### src/rtl/uart_pkg.sv
// Shared UART package: scheduler state encoding, default parameters and an id-width helper.
package uart_pkg;

    typedef enum logic [1:0] {
        IDLE,
        HDR,
        STREAM
    } sched_state_t;

    localparam logic [7:0] SCHED_HDR_BASE_DEF = 8'h30;
    localparam int         SCHED_TIMEOUT_DEF  = 1024;

    // Width of an index into n items, never narrower than one bit.
    function automatic int id_width(input int n);
        return (n > 1) ? $clog2(n) : 1;
    endfunction

endpackage

### src/rtl/uart_rr_pick.sv
// Rotating-priority encoder: picks the first set bit of req scanning upward from ptr+1 with wrap.
module uart_rr_pick
    import uart_pkg::*;
#(
    parameter int N = 4,
    localparam int W = id_width(N)
)(
    input  logic [N-1:0] req,
    input  logic [W-1:0] ptr,
    output logic         found,
    output logic [W-1:0] idx
);

    logic [W-1:0] cand;

    // Walk from the farthest candidate to the nearest so the nearest set bit after ptr wins.
    always_comb begin
        found = 1'b0;
        idx   = '0;
        cand  = '0;
        for (int k = N; k >= 1; k--) begin
            cand = W'((int'(ptr) + k) % N);
            if (req[cand]) begin
                found = 1'b1;
                idx   = cand;
            end
        end
    end

endmodule

### src/rtl/uart_tx_scheduler.sv
// Round-robin scheduler sharing one uart_tx serializer among NUM_REQ byte-stream requesters.
// Define UART_SCHED_HDR_EN to send a header byte HDR_BASE+grant_id at the start of every grant.
module uart_tx_scheduler
    import uart_pkg::*;
#(
    parameter int NUM_REQ        = 4,
    parameter int TIMEOUT_CYCLES = SCHED_TIMEOUT_DEF,
`ifdef UART_SCHED_HDR_EN
    parameter logic [7:0] HDR_BASE = SCHED_HDR_BASE_DEF,
`endif
    localparam int GW = id_width(NUM_REQ)
)(
    input  logic                 clk,
    input  logic                 rst,
    input  logic [NUM_REQ-1:0]   req_valid,
    input  logic [8*NUM_REQ-1:0] req_data,
    input  logic [NUM_REQ-1:0]   req_last,
    output logic [NUM_REQ-1:0]   req_ready,
    output logic                 tx_valid,
    output logic [7:0]           tx_data,
    input  logic                 tx_ready,
    output logic                 busy,
    output logic [GW-1:0]        grant_id,
    output logic                 timeout_pulse
);

    localparam int CW = ($clog2(TIMEOUT_CYCLES + 1) > 11) ? $clog2(TIMEOUT_CYCLES + 1) : 11;

    sched_state_t  state;
    logic [GW-1:0] ptr;
    logic [CW-1:0] idle_cnt;
    logic          pick_found;
    logic [GW-1:0] pick_idx;
    logic [7:0]    req_bytes [NUM_REQ];
    logic          xfer;

    uart_rr_pick #(
        .N(NUM_REQ)
    ) u_pick (
        .req  (req_valid),
        .ptr  (ptr),
        .found(pick_found),
        .idx  (pick_idx)
    );

    always_comb begin
        for (int i = 0; i < NUM_REQ; i++) begin
            req_bytes[i] = req_data[8*i +: 8];
        end
    end

    // The owner's stream is passed straight through so STREAM adds no latency.
    always_comb begin
        tx_valid  = 1'b0;
        tx_data   = 8'h00;
        req_ready = '0;
        case (state)
`ifdef UART_SCHED_HDR_EN
            HDR: begin
                tx_valid = 1'b1;
                tx_data  = HDR_BASE + 8'(grant_id);
            end
`endif
            STREAM: begin
                tx_valid            = req_valid[grant_id];
                tx_data             = req_bytes[grant_id];
                req_ready[grant_id] = tx_ready;
            end
            default: ;
        endcase
    end

    assign xfer = tx_valid & tx_ready;
    assign busy = (state != IDLE);

    // A last-byte transfer is checked before the idle threshold, so it wins without a pulse.
    always_ff @(posedge clk) begin
        if (rst) begin
            state         <= IDLE;
            ptr           <= GW'(NUM_REQ - 1);
            grant_id      <= '0;
            idle_cnt      <= '0;
            timeout_pulse <= 1'b0;
        end else begin
            timeout_pulse <= 1'b0;
            case (state)
                IDLE: begin
                    if (pick_found) begin
                        grant_id <= pick_idx;
                        idle_cnt <= '0;
`ifdef UART_SCHED_HDR_EN
                        state    <= HDR;
`else
                        state    <= STREAM;
`endif
                    end
                end
`ifdef UART_SCHED_HDR_EN
                HDR: begin
                    idle_cnt <= '0;
                    if (xfer) begin
                        state <= STREAM;
                    end
                end
`endif
                STREAM: begin
                    if (xfer) begin
                        idle_cnt <= '0;
                        if (req_last[grant_id]) begin
                            state <= IDLE;
                            ptr   <= grant_id;
                        end
                    end else if (!req_valid[grant_id]) begin
                        if (idle_cnt == CW'(TIMEOUT_CYCLES - 1)) begin
                            state         <= IDLE;
                            ptr           <= grant_id;
                            idle_cnt      <= '0;
                            timeout_pulse <= 1'b1;
                        end else begin
                            idle_cnt <= idle_cnt + 1'b1;
                        end
                    end
                end
                default: state <= IDLE;
            endcase
        end
    end

endmodule
### config.mk
export PLATFORM = sky130hd
export DESIGN_NAME = uart_tx_scheduler
export DESIGN_NICKNAME = d
export VERILOG_FILES = /design/src/rtl/uart_pkg.sv /design/src/rtl/uart_rr_pick.sv /design/src/rtl/uart_tx_scheduler.sv
export SDC_FILE = /design/constraint.sdc
export NUM_CORES = 1
export LEC_CHECK = 0
export CORE_MARGIN = 2
export CORE_UTILIZATION = 44
export CTS_CLUSTER_DIAMETER = 80
export DETAILED_ROUTE_END_ITERATION = 6
export PLACE_DENSITY = 0.91
export SYNTH_ARGS = -nofsm -noshare
export SYNTH_HDL_FRONTEND = slang
export SYNTH_HIERARCHICAL = 1
export SYNTH_SLANG_ARGS = --single-unit
### constraint.sdc
create_clock -name clk -period 5.4 [get_ports clk]
set_input_delay 1.35 -clock clk [delete_from_list [all_inputs] [get_ports clk]]
set_output_delay 1.35 -clock clk [all_outputs]
set_load 0.02 [all_outputs]
== After elaboration in Yosys (flattened, before gate mapping) ==
Cells that the tools add are included.

* Flip-flop bits (word level): 18
* Input port bits: 43
* Output and inout bits: 17
* Logic and storage cells: 83

* $add $sub $neg: 5
* Order comparisons: 7
* Equality and inequality tests: 8
* Multiplexer cells: 44
* Bitwise operators: 4
* Reductions and logical operators: 10

{| class="wikitable"
|+ Operators by type and width
! kind !! number
|-
| two-way mux 11 bit || 4
|-
| two-way mux 2 bit || 13
|-
| two-way mux 8 bit || 3
|-
| case mux 11 bit (2 select lines) || 1
|-
| binary-select mux 8 bit (select 2 bit) || 1
|-
| less-than comparator 2 x 3 -> 1 bit, second input constant || 5
|-
| two-way mux 1 bit || 13
|-
| binary-select mux 1 bit (select 2 bit) || 6
|-
| adder 11 x 1 -> 11 bit, second input constant || 1
|-
| equality test 11 x 10 -> 1 bit, second input constant || 1
|-
| inequality test 3 bit, second input constant || 3
|-
| AND reduction 4 bit || 2
|-
| nonzero test 2 bit || 3
|-
| adder 2 x 1 -> 2 bit, second input constant || 2
|-
| adder 2 bit, second input constant || 2
|-
| AND 4 bit || 1
|-
| two-way mux 4 bit || 1
|-
| inequality test 2 bit, second input constant || 2
|-
| case mux 2 bit (2 select lines) || 1
|-
| OR reduction 4 bit || 1
|-
| >= comparator 3 bit, second input constant || 1
|-
| inverter 2 -> 3 bit || 1
|-
| AND reduction 3 bit || 1
|-
| demux 1 bit (select 2 bit) || 1
|-
| other kinds (8) || 8
|}

== Depth between registers and ports, before layout ==
* Word-level depth: 9
* Gate-level depth with buffers: 7
* Depth with buffers taken out: 7

== Cells and area by module ==
Netlist, hierarchy kept.

{| class="wikitable"
|+ Modules (own cells, without submodules)
! module !! instances !! cells each !! area each (µm²) !! sequential area each (µm²)
|-
| uart_tx_scheduler || 1 || 131 || 1166.1 || 340.3
|-
| uart_rr_pick || 1 || 14 || 91.3 || 0.0
|}

== Least setup slack after synthesis ==
OpenSTA, ideal clock, no wires.

* Path type: input -> output
* Start: input port req_valid[3]
* End: output port tx_valid
* Data arrival time: 2136 ps
* Required time: 4050 ps
* Path slack: 1914 ps
* Stages on the path: 2
* Path buffers: 0
* Path through: mux4_2 > and2_1

* Cells in the longest elaborated chain, start to end: 3

{| class="wikitable"
|+ Ends and longest elaborated chain
! element !! RTL line !! source
|-
| from (decl) || uart_tx_scheduler.sv:15 || <nowiki>input logic [NUM_REQ-1:0] req_valid,</nowiki>
|-
| binary-select mux 1 bit (select 2 bit) || uart_tx_scheduler.sv:65 || <nowiki>tx_valid = req_valid[grant_id];</nowiki>
|-
| two-way mux 1 bit (not written as such) || uart_tx_scheduler.sv:65 ||
|-
| two-way mux 1 bit || uart_tx_scheduler.sv:57 || <nowiki>case (state)</nowiki>
|-
| to (decl) || uart_tx_scheduler.sv:19 || <nowiki>output logic tx_valid,</nowiki>
|}

No other way between the ends. The select of a mux whose other input is x is not followed.

== Worst setup path in the final report ==
Same ends and word-level chain as after synthesis.

==> results.json <==
{
  "grt_pass1_wl_um": 5880,
  "drtIter0Drc": 31,
  "vdd_ir_drop_max_uv": 180,
  "numCtsBuffers": 3,
  "hold_viol": 0,
  "dieWidth_um": 57.5,
  "cap_violations": 0,
  "tns_ps": 0,
  "multi_input_area_sq_um": 870,
  "overflow": 0,
  "viasPerCell": 5.72,
  "path_buf_inv": 2,
  "timing.final.ws_setup_ps": 859,
  "slew_viol_final": 0,
  "critPathSlowestCell": "mux4_2",
  "antenna_found_initial": 0,
  "drc_errors": 0,
  "synth_seq_cells": 17,
  "final-setup-viol-count": 0,
  "coreArea_sq_um": 2730,
  "portBuffers": 59,
  "static-leakage-power_nw": 0.661,
  "fmax_mhz": 220,
  "drt_pass1_iterations": 5,
  "rrSetupSlack_ps": 2910,
  "regArea_sq_um": 340,
  "ant_nets": 0,
  "h-tree-depth": 1,
  "ys_seq_area_frac": 0.271,
  "yosys_warnings": 6,
  "max-slew-margin-rel": 0.507,
  "antenna-diode-count": 0,
  "crit_arrival_ps": 3190,
  "crit_required_ps": 4050,
  "hp-class": "reg -> reg",
  "min_period_ps": 4540,
  "cts_post_setup_buffers_inserted": 0,
  "gp_congestion": 0.818,
  "grt_use_total": 0.227,
  "synthFlopType": "dfxtp_1",
  "power_density_nw_per_um2": 169,
  "cts.sinks": 17,
  "cp_top_family": "buffers and inverters",
  "rows": 19,
  "io_pins": 60,
  "clockBufferDepth": 2,
  "syn-cell-area_sq_um": 1260,
  "cp_cell_sequence": "clkdlybuf4s50_1 -> mux4_2 -> and2_1 -> clkdlybuf4s50_1",
  "ctsHoldBuffers": 0,
  "fill_cells": 202,
  "cts_resized": 0,
  "synth_cell_type_count": 36,
  "clkTransAtPathRegs_ps": 90,
  "rsz0062_at_grt": "no",
  "grt_pass1_vias": 1283,
  "status": "completed",
  "max_stage_delay_ps": 610,
  "start_util": 0.460,
  "routedWlPerCell_um": 15.5,
  "period_share": 0.841,
  "wl_um": 3610,
  "worstSetupPathType": "in -> out",
  "crit_top_cell": "clkdlybuf4s50_1",
  "num_vias": 1332,
  "cts_tree": "done",
  "clock_latency_ps": 290,
  "drive_gt1_frac": 0.0990,
  "cp_max_fo": 7,
  "crit_path_end_kind": "output port",
  "crit_path_start_kind": "primary input",
  "fin_skew_ps": 3.02,
  "area_growth_syn_to_layout_pct": 50.1,
  "fin_nets": 247,
  "grt_start_max_net_pins": 20,
  "worst_pin_slew_ps": 739,
  "synth-edff-count": 0,
  "hpwl_um": 3020,
  "syn_inst": 145,
  "die_area_sq_um": 3300,
  "synth_nets": 189,
  "synthArstFlopShare": 0,
  "clockRootBuffer": "clkbuf_4",
  "die_h_um": 57.5,
  "post-place-ws_ps": 862,
  "syn_avg_cell_area_sq_um": 8.67
}
-- metal layers --
layer	routed length [um]	global-route usage	share of wire	vias up
met3	138	0.0340	0.038	10
li1	-	-	-	645
met4	109	0.0698	0.030	0
met5	0	0	0	-
met1	1370	0.249	0.38	636
met2	1990	0.440	0.55	41
-- state kept, by name (all words and copies together), names as in the netlist --
signal         cells
state              1
timeout_pulse      1
grant_id           2
ptr                2
idle_cnt          11
-- synth_stat cells, types with 5 or more instances --
cell type / n / area (sq um)
dfxtp_1: 17 / 340
nand2_1: 11 / 41.3
and2_1: 10 / 62.6
nand2b_1: 7 / 43.8
mux2i_1: 7 / 70.1
inv_1: 6 / 22.5
a21oi_1: 5 / 25.0
nand3_1: 7 / 35.0
o21ai_0: 10 / 50.1
mux4_2: 9 / 203
nor2_1: 18 / 67.6
-- worst register-to-register path, stage by stage, from the launching register on --
cell	delay, ps
dfxtp_1	810
mux4_2	700
a21o_1	290
a21oi_4	240
nand2_4	110
o311ai_2	260
-- cells by family after synthesis --
logic type	Yosys count	synth area share
and+or+nand+nor	69	0.287
AOI/OAI and AO/OA	30	0.178
DFF	17	0.271
muxes	16	0.217
buffers and inverters	12	0.0378
adders and majority gates	1	0.00995
-- path summary, 6_finish.rpt --
check / start / endpoint / depth (start not counted)
min: idle_cnt[8] / idle_cnt[8] / 1
min reg2reg: idle_cnt[8] / idle_cnt[8] / 1
max: req_valid[3] / tx_valid / 4
max reg2reg: grant_id[0] / idle_cnt[5] / 5
-- stage by stage --
step           total power, mW  instance area (sq um)  instances   util  hold WS [ps]
6_report                 0.319                   1890        233  0.691           505
5_1_grt                  0.334                   1890        233  0.691           548
4_1_cts                  0.321                   1890        233  0.691           510
3_5_place_dp             0.255                   1860        229  0.681           494
3_3_place_gp             0.251                   1860        229  0.681           483
2_1_floorplan            0.197                   1260        145      -           449
-- cell type report --
class,instances,area share
Sequential cell,17,0.180
Inverter,6,0.0119
Timing Repair Buffer,59,0.313
Clock buffer,4,0.0139
Tap cell,31,0.0205
Multi-Input combinational cell,116,0.461
-- placed cells by master (no fill, tap or decap), types with 3 or more instances in the layout --
cell type         n
dfxtp_1          17
nand2b_1          7
mux2i_1           7
inv_1             6
nand3_1           7
nand2_1          11
a21oi_1           5
mux4_2            9
o22ai_1           3
clkbuf_4          3
o21ai_0          10
and2_1           10
clkdlybuf4s50_1  59
nor3_1            3
nor2_1           18
-- report_power, final --
group | total, mW | internal, mW | switching [mW] | leakage, nW
combinational | 0.111 | 0.0689 | 0.0426 | 0.508
clock | 0.0672 | 0.0287 | 0.0385 | 0.0150
sequential | 0.140 | 0.129 | 0.0117 | 0.138
(Power assumes the default switching activity.)
==> patch 1: new RTL, same flow settings <==
One comparison of `idle_cnt` changes from == to >=.
--- a/src/rtl/uart_tx_scheduler.sv
+++ b/src/rtl/uart_tx_scheduler.sv
@@ -112,5 +112,5 @@
                         end
                     end else if (!req_valid[grant_id]) begin
-                        if (idle_cnt == CW'(TIMEOUT_CYCLES - 1)) begin
+                        if (idle_cnt >= CW'(TIMEOUT_CYCLES - 1)) begin
                             state         <= IDLE;
                             ptr           <= grant_id;
Behaviour: no difference found for any inputs over 4 cycles, from zero or initial values and one cycle with rst high; that may be too few to reach the edited logic, so the function may still have changed.
==> patch 1 against the original RTL <==
  * Wire length fell by 0.55%
  * Fmax rose by 0.78%
  * Utilization fell by 3.5 points
  * Design area rose by 4.2%
  * Register-to-register slack got worse by 50 ps
  * Setup slack improved by 35 ps
  * Sequential cell count did not move
  * Synthesized area rose by 8.7%
  * Clock skew rose by 9.5 ps
  * Power rose by 2.2%
  * Non-clock buffer count did not move
==> patch 1: results (changes against the original RTL) <==
** Global routing
- The number of global-route vias before repair came to 1,300 (+1.3%).
- Total global-route track usage :: 0.220 (-0.00661)
- Global routing usage on met3 :: 0.0541 (+0.0201)
- The met2 track utilization from global routing came to 0.368 (-0.0719).
- The wire length of the first global-routing pass is 6.04 mm (+2.8%).
- The global-route track usage on met1 came to 0.288 (+0.0389).

** Power
- Leakage :: 0.664 nW (+0.47%)
- The maximum VDD drop came to 154 uV (-14%).

** Synthesis
- The post-synthesis net count is 197 (+4.2%).
- The count of synthesis-stage warnings from yosys is 6 (unchanged).
- Yosys cell types :: 41 (+14%)
- Ranked by instance count, the synthesized netlist is headed by 17 x dfxtp_1, 17 x nor2_1, 14 x nand2_1.
- Biggest area contributors in the synthesized netlist :: dfxtp_1 25%, mux4_2 13%, mux2i_1 5.1%
- Sequential cell area fraction in the yosys report :: 0.249 (-0.0216)

** Finish
- The number of nets in the layout is 250 (+1.2%).
- Share of final-layout standard cells stronger than drive strength 1 :: 0.102 (+0.00343)

** Min path
- The worst hold path begins at idle_cnt[10].
- Hold Crit Depth :: 2 (+1)
- The worst hold path terminates at idle_cnt[10].

** Critical path
- The setup slack on the worst flop-to-flop path was 2860 ps (-50 ps).
- The cell count of the worst reg-to-reg path came to 4 (-1).
- End of the worst register-to-register path :: idle_cnt[8]
- For this design, the slowest cell found on the critical path is clkdlybuf4s50_1.
- The maximum cell stage delay along the critical path is 550 ps (-60 ps).
- The biggest fanout along the worst timing path is 6 (-1).

** Clocking
- Clock insertion delay at the later pin of the skew report :: about 300 ps
- The clock edge transition at the registers on the reported setup and hold paths is 110 ps (+20 ps).

** Outcome
- Outcome :: completed

** Placed design
- The placed cell area is 1940 um2 (+4.2%).
- Detailed-placement wirelength estimate :: 2.71 mm (-10%)
- The final RePlAce weighted congestion is 0.792 (-3.1%).

** Detailed routing
- Number of design-rule violations left by the first detailed-router iteration :: 41 (+32%)
- The length of the first detailed-routing pass in iterations is 6 (+1).
- The average via count per standard cell came to 5.93 (+3.7%).
- The wire length per cell was 15.1 um (-2.6%).

** STA
- The worst-margin pin slew came to 869 ps (+131 ps).
- Final setup skew :: 12.5 ps (+9.50 ps)
==> patch 1: logic make-up (layout without fill, tap and decap cells) <==
family	count (synthesis)	in the layout	share of synthesized area
flops	17	17	0.249
compound gates	28	28	0.173
fa+ha+maj	1	1	0.00916
mux	17	17	0.222
simple gates	77	77	0.299
buf+inv	13	65	0.0476
==> patch 1: final cells by class <==
type	instances	area, um2
Tap cell	33	41.3
Clock inverter	1	5.00
Sequential cell	17	340
Fill cell	257	1030
Inverter	2	7.51
Timing Repair Buffer	59	591
Clock buffer	3	22.5
Multi-Input combinational cell	123	961
==> patch 1: worst max-delay path by stage <==
stage / from / slack, ps / to / cells past startpoint
after floorplan: req_valid[3] / 1940 / tx_valid / 2
after global placement: req_valid[1] / 920 / tx_valid / 4
after detailed placement: req_valid[3] / 890 / tx_valid / 4
after CTS: req_valid[3] / 890 / tx_valid / 4
after global routing: req_valid[3] / 840 / tx_valid / 4
final: req_valid[1] / 890 / tx_valid / 4
==> patch 1: metal layers <==
metal  up-vias  wire length [um]
met4         0                37
met2        32              1800
met3         4               169
li1        692                 -
met1       683              1580
met5         -                 0
==> patch 1: metrics by stage <==
step                total power, mW  worst slack (ps)  instances   util  hold WS [ps]
global placement              0.256               918        234  0.646           455
finish                        0.326               894        238  0.655           475
detailed placement            0.259               895        234  0.646           457
global route                  0.343               842        238  0.655           527
CTS                           0.328               891        238  0.655           475
floorplan                     0.203              1940        153      -           433
==> patch 1: worst register-to-register path, delay by kind of cell, from the launching register on <==
| kind | cells | cell delay, ps |
|---|---|---|
| flops | 1 | 900 |
| mux | 1 | 660 |
| simple gates | 1 | 110 |
| compound gates | 2 | 770 |
==> patch 1: report_power, final <==
group	internal [mW]	total, mW	switching (mW)
Clock	0.0276	0.0711	0.0435
Combinational	0.0702	0.115	0.0447
Sequential	0.129	0.140	0.0117
Total	0.226	0.326	0.0999
==> patch 2: new RTL, config.mk and constraints unchanged <==
Made on the original files. `NUM_REQ`: 4 -> 8.
--- a/src/rtl/uart_tx_scheduler.sv
+++ b/src/rtl/uart_tx_scheduler.sv
@@ -4,5 +4,5 @@
     import uart_pkg::*;
 #(
-    parameter int NUM_REQ        = 4,
+    parameter int NUM_REQ        = 8,
     parameter int TIMEOUT_CYCLES = SCHED_TIMEOUT_DEF,
 `ifdef UART_SCHED_HDR_EN
Ports: changed (5 resized); port bits go from 60 to 105. The function was not compared with the original's and may differ.
==> patch 2 against the original RTL <==
  * Power rose by 140%
  * Fmax is 1.8% higher
  * Critical path depth is 1 higher
  * Global-route usage up 0.52 points
  * Synthesized area up 88%
  * Sequential cell count is 2 higher
  * Die area increased by 81%
  * Clock skew about the same
  * Setup slack improved by 79 ps
  * Wire length rose by 87%
  * Design area grew 81%
  * Via count increased by 88%
  * First-iteration DRC count increased to 2.6 times the old value
  * Critical endpoint unchanged
  * Largest cell class unchanged
==> patch 2: results (changes against the original RTL) <==
** Synthesis
- Multiplexer share of the synthesized area :: 0.374 (+0.157)
- Number of nets produced by synthesis :: 351 (+86%)
- Sequential cell area fraction in the yosys report :: 0.161 (-0.110)
- The synthesized-area fraction occupied by ao, oa, aoi and oai cells came to 0.170 (-0.00783).
- The number of distinct library cell variants in the gate-level netlist after synthesis came to 51 (+42%).
- Biggest area contributors in the synthesized netlist :: mux4_2 17%, dfxtp_1 16%, mux2i_1 12%
- The xor and xnor fraction of the mapped netlist area is 0.0111 (+0.0111).
- The commonest cells after synthesis are 36 x nor2_1, 28 x mux2i_1, 19 x dfxtp_1.
- Synthesized-area fraction occupied by adder cells :: 0.0159 (+0.00591)
- The mean instance size in the synthesized netlist came to 8.93 um2 (+3.0%).

** Finish
- The layout filler cell count is 436 (+120%).
- Final std cells w/o fill :: 425 (+82%)
- The number of nets in the layout is 442 (+79%).
- The largest registers in the layout are idle_cnt: 11 flops, grant_id: 3 flops, ptr: 3 flops.
- Share of final-layout standard cells stronger than drive strength 1 :: 0.130 (+0.0306)

** Clocking
- Clock Root Buffer :: clkbuf_8
- Clock insertion delay at the later pin of the skew report :: 260 ps (-30 ps)
- Clock transition time at the flip-flop clock pins of the worst setup and hold paths :: 70 ps (-20 ps)

** Placed design
- The final RePlAce weighted congestion was 0.900 (+10%).
- Cell count after placement :: 421 (+84%)
- The detailed placement HPWL is 5.42 mm (+80%).

** Detailed routing
- Wire per inst :: 15.9 um (+2.3%)
- Routed length on met2 :: 3.55 mm (+78%)
- Vias per inst :: 5.89 (+3.1%)
- In this run the top signal layer used is met4.
- The wire length the detailed router placed on met1 was 2.64 mm (+92%).
- Number of design-rule violations left by the first detailed-router iteration :: 82 (+160%)
- Number of iterations in the first detailed-routing pass :: 4 (-1)
- The routed wire length on met3 came to 394 um (+190%).

** STA
- The tightest slew margin relative to the limit was 0.389 (-0.118).
- Final setup skew :: 3.04 ps (+0.0156 ps)

** Critical path
- The slowest stage of the critical path is the clkdlybuf4s50_1 cell.
- Delay of the slowest cell on the worst path :: 570 ps (-40 ps)
- Critical path arrival :: 3110 ps (-80 ps)

** Outcome
- Outcome :: completed

** Global routing
- Total global-route track usage :: 0.232 (+0.00521)
- The number of global-route vias before repair is 2,502 (+95%).
- Largest net degree at the start of global routing :: 32 (+60%)
- The wire length of the first global-routing pass was 11.5 mm (+95%).

** Power
- Clock network power :: 100 uW (+49%)
- Leakage :: 1.16 nW (+76%)
- Total internal power :: 459 uW (+100%)
- The maximum VDD drop came to 110 uV (-39%).
- The power in combinational cells was 467 uW (+320%).
-- patch 2: logic make-up (layout without fill, tap and decap cells) --
logic type               after synthesis  after routing
AND/OR/NAND/NOR                       97             97
multiplexers                          60             60
AO/OA/AOI/OAI                         56             56
buffers and inverters                 27            117
flip-flops                            19             19
adder cells (fa/ha/maj)                3              3
XOR/XNOR                               3              3
-- patch 2: layer usage --
| layer | vias up | global-route usage |
|---|---|---|
| li1 | 1197 | - |
| met1 | 1199 | 0.253 |
| met2 | 97 | 0.446 |
| met3 | 12 | 0.0384 |
| met4 | 0 | 0.0857 |
| met5 | - | 0 |
-- patch 2: worst paths after layout --
kind / to / from / cells after the start / slack (ps)
hold reg to reg: idle_cnt[10] / idle_cnt[10] / 2 / 460
setup reg to reg: idle_cnt[7] / ptr[0] / 11 / 1580
hold / removal: idle_cnt[10] / idle_cnt[10] / 2 / 460
setup / recovery: tx_valid / req_valid[0] / 5 / 940
-- patch 2: worst reg2reg max path, stage by stage, from the launching register on --
cell	delay (ps)
dfxtp_1	760
inv_1	120
ha_1	520
mux4_2	610
mux2_4	330
nor4_1	300
nand3_1	160
or2_2	380
and3_1	240
nand3_1	90
o21ai_0	80
a21oi_1	150
-- patch 2: per-stage QoR --
step                setup WS [ps]  utilization  power [mW]  hold WS [ps]
floorplan                    1860            -       0.524           420
global placement              973        0.656       0.657           439
detailed placement            949        0.656       0.669           447
CTS                           941        0.665       0.770           458
global route                  833        0.665       0.822           488
finish                        938        0.665       0.770           458
-- patch 2: cell type report --
| class | count | share of cell area |
|---|---|---|
| inverters | 9 | 0.00989 |
| clock inverters | 1 | 0.00147 |
| flip-flops and latches | 19 | 0.112 |
| multi-input cells | 219 | 0.534 |
| well taps | 70 | 0.0256 |
| repair buffers | 104 | 0.305 |
| clock buffers | 3 | 0.0121 |
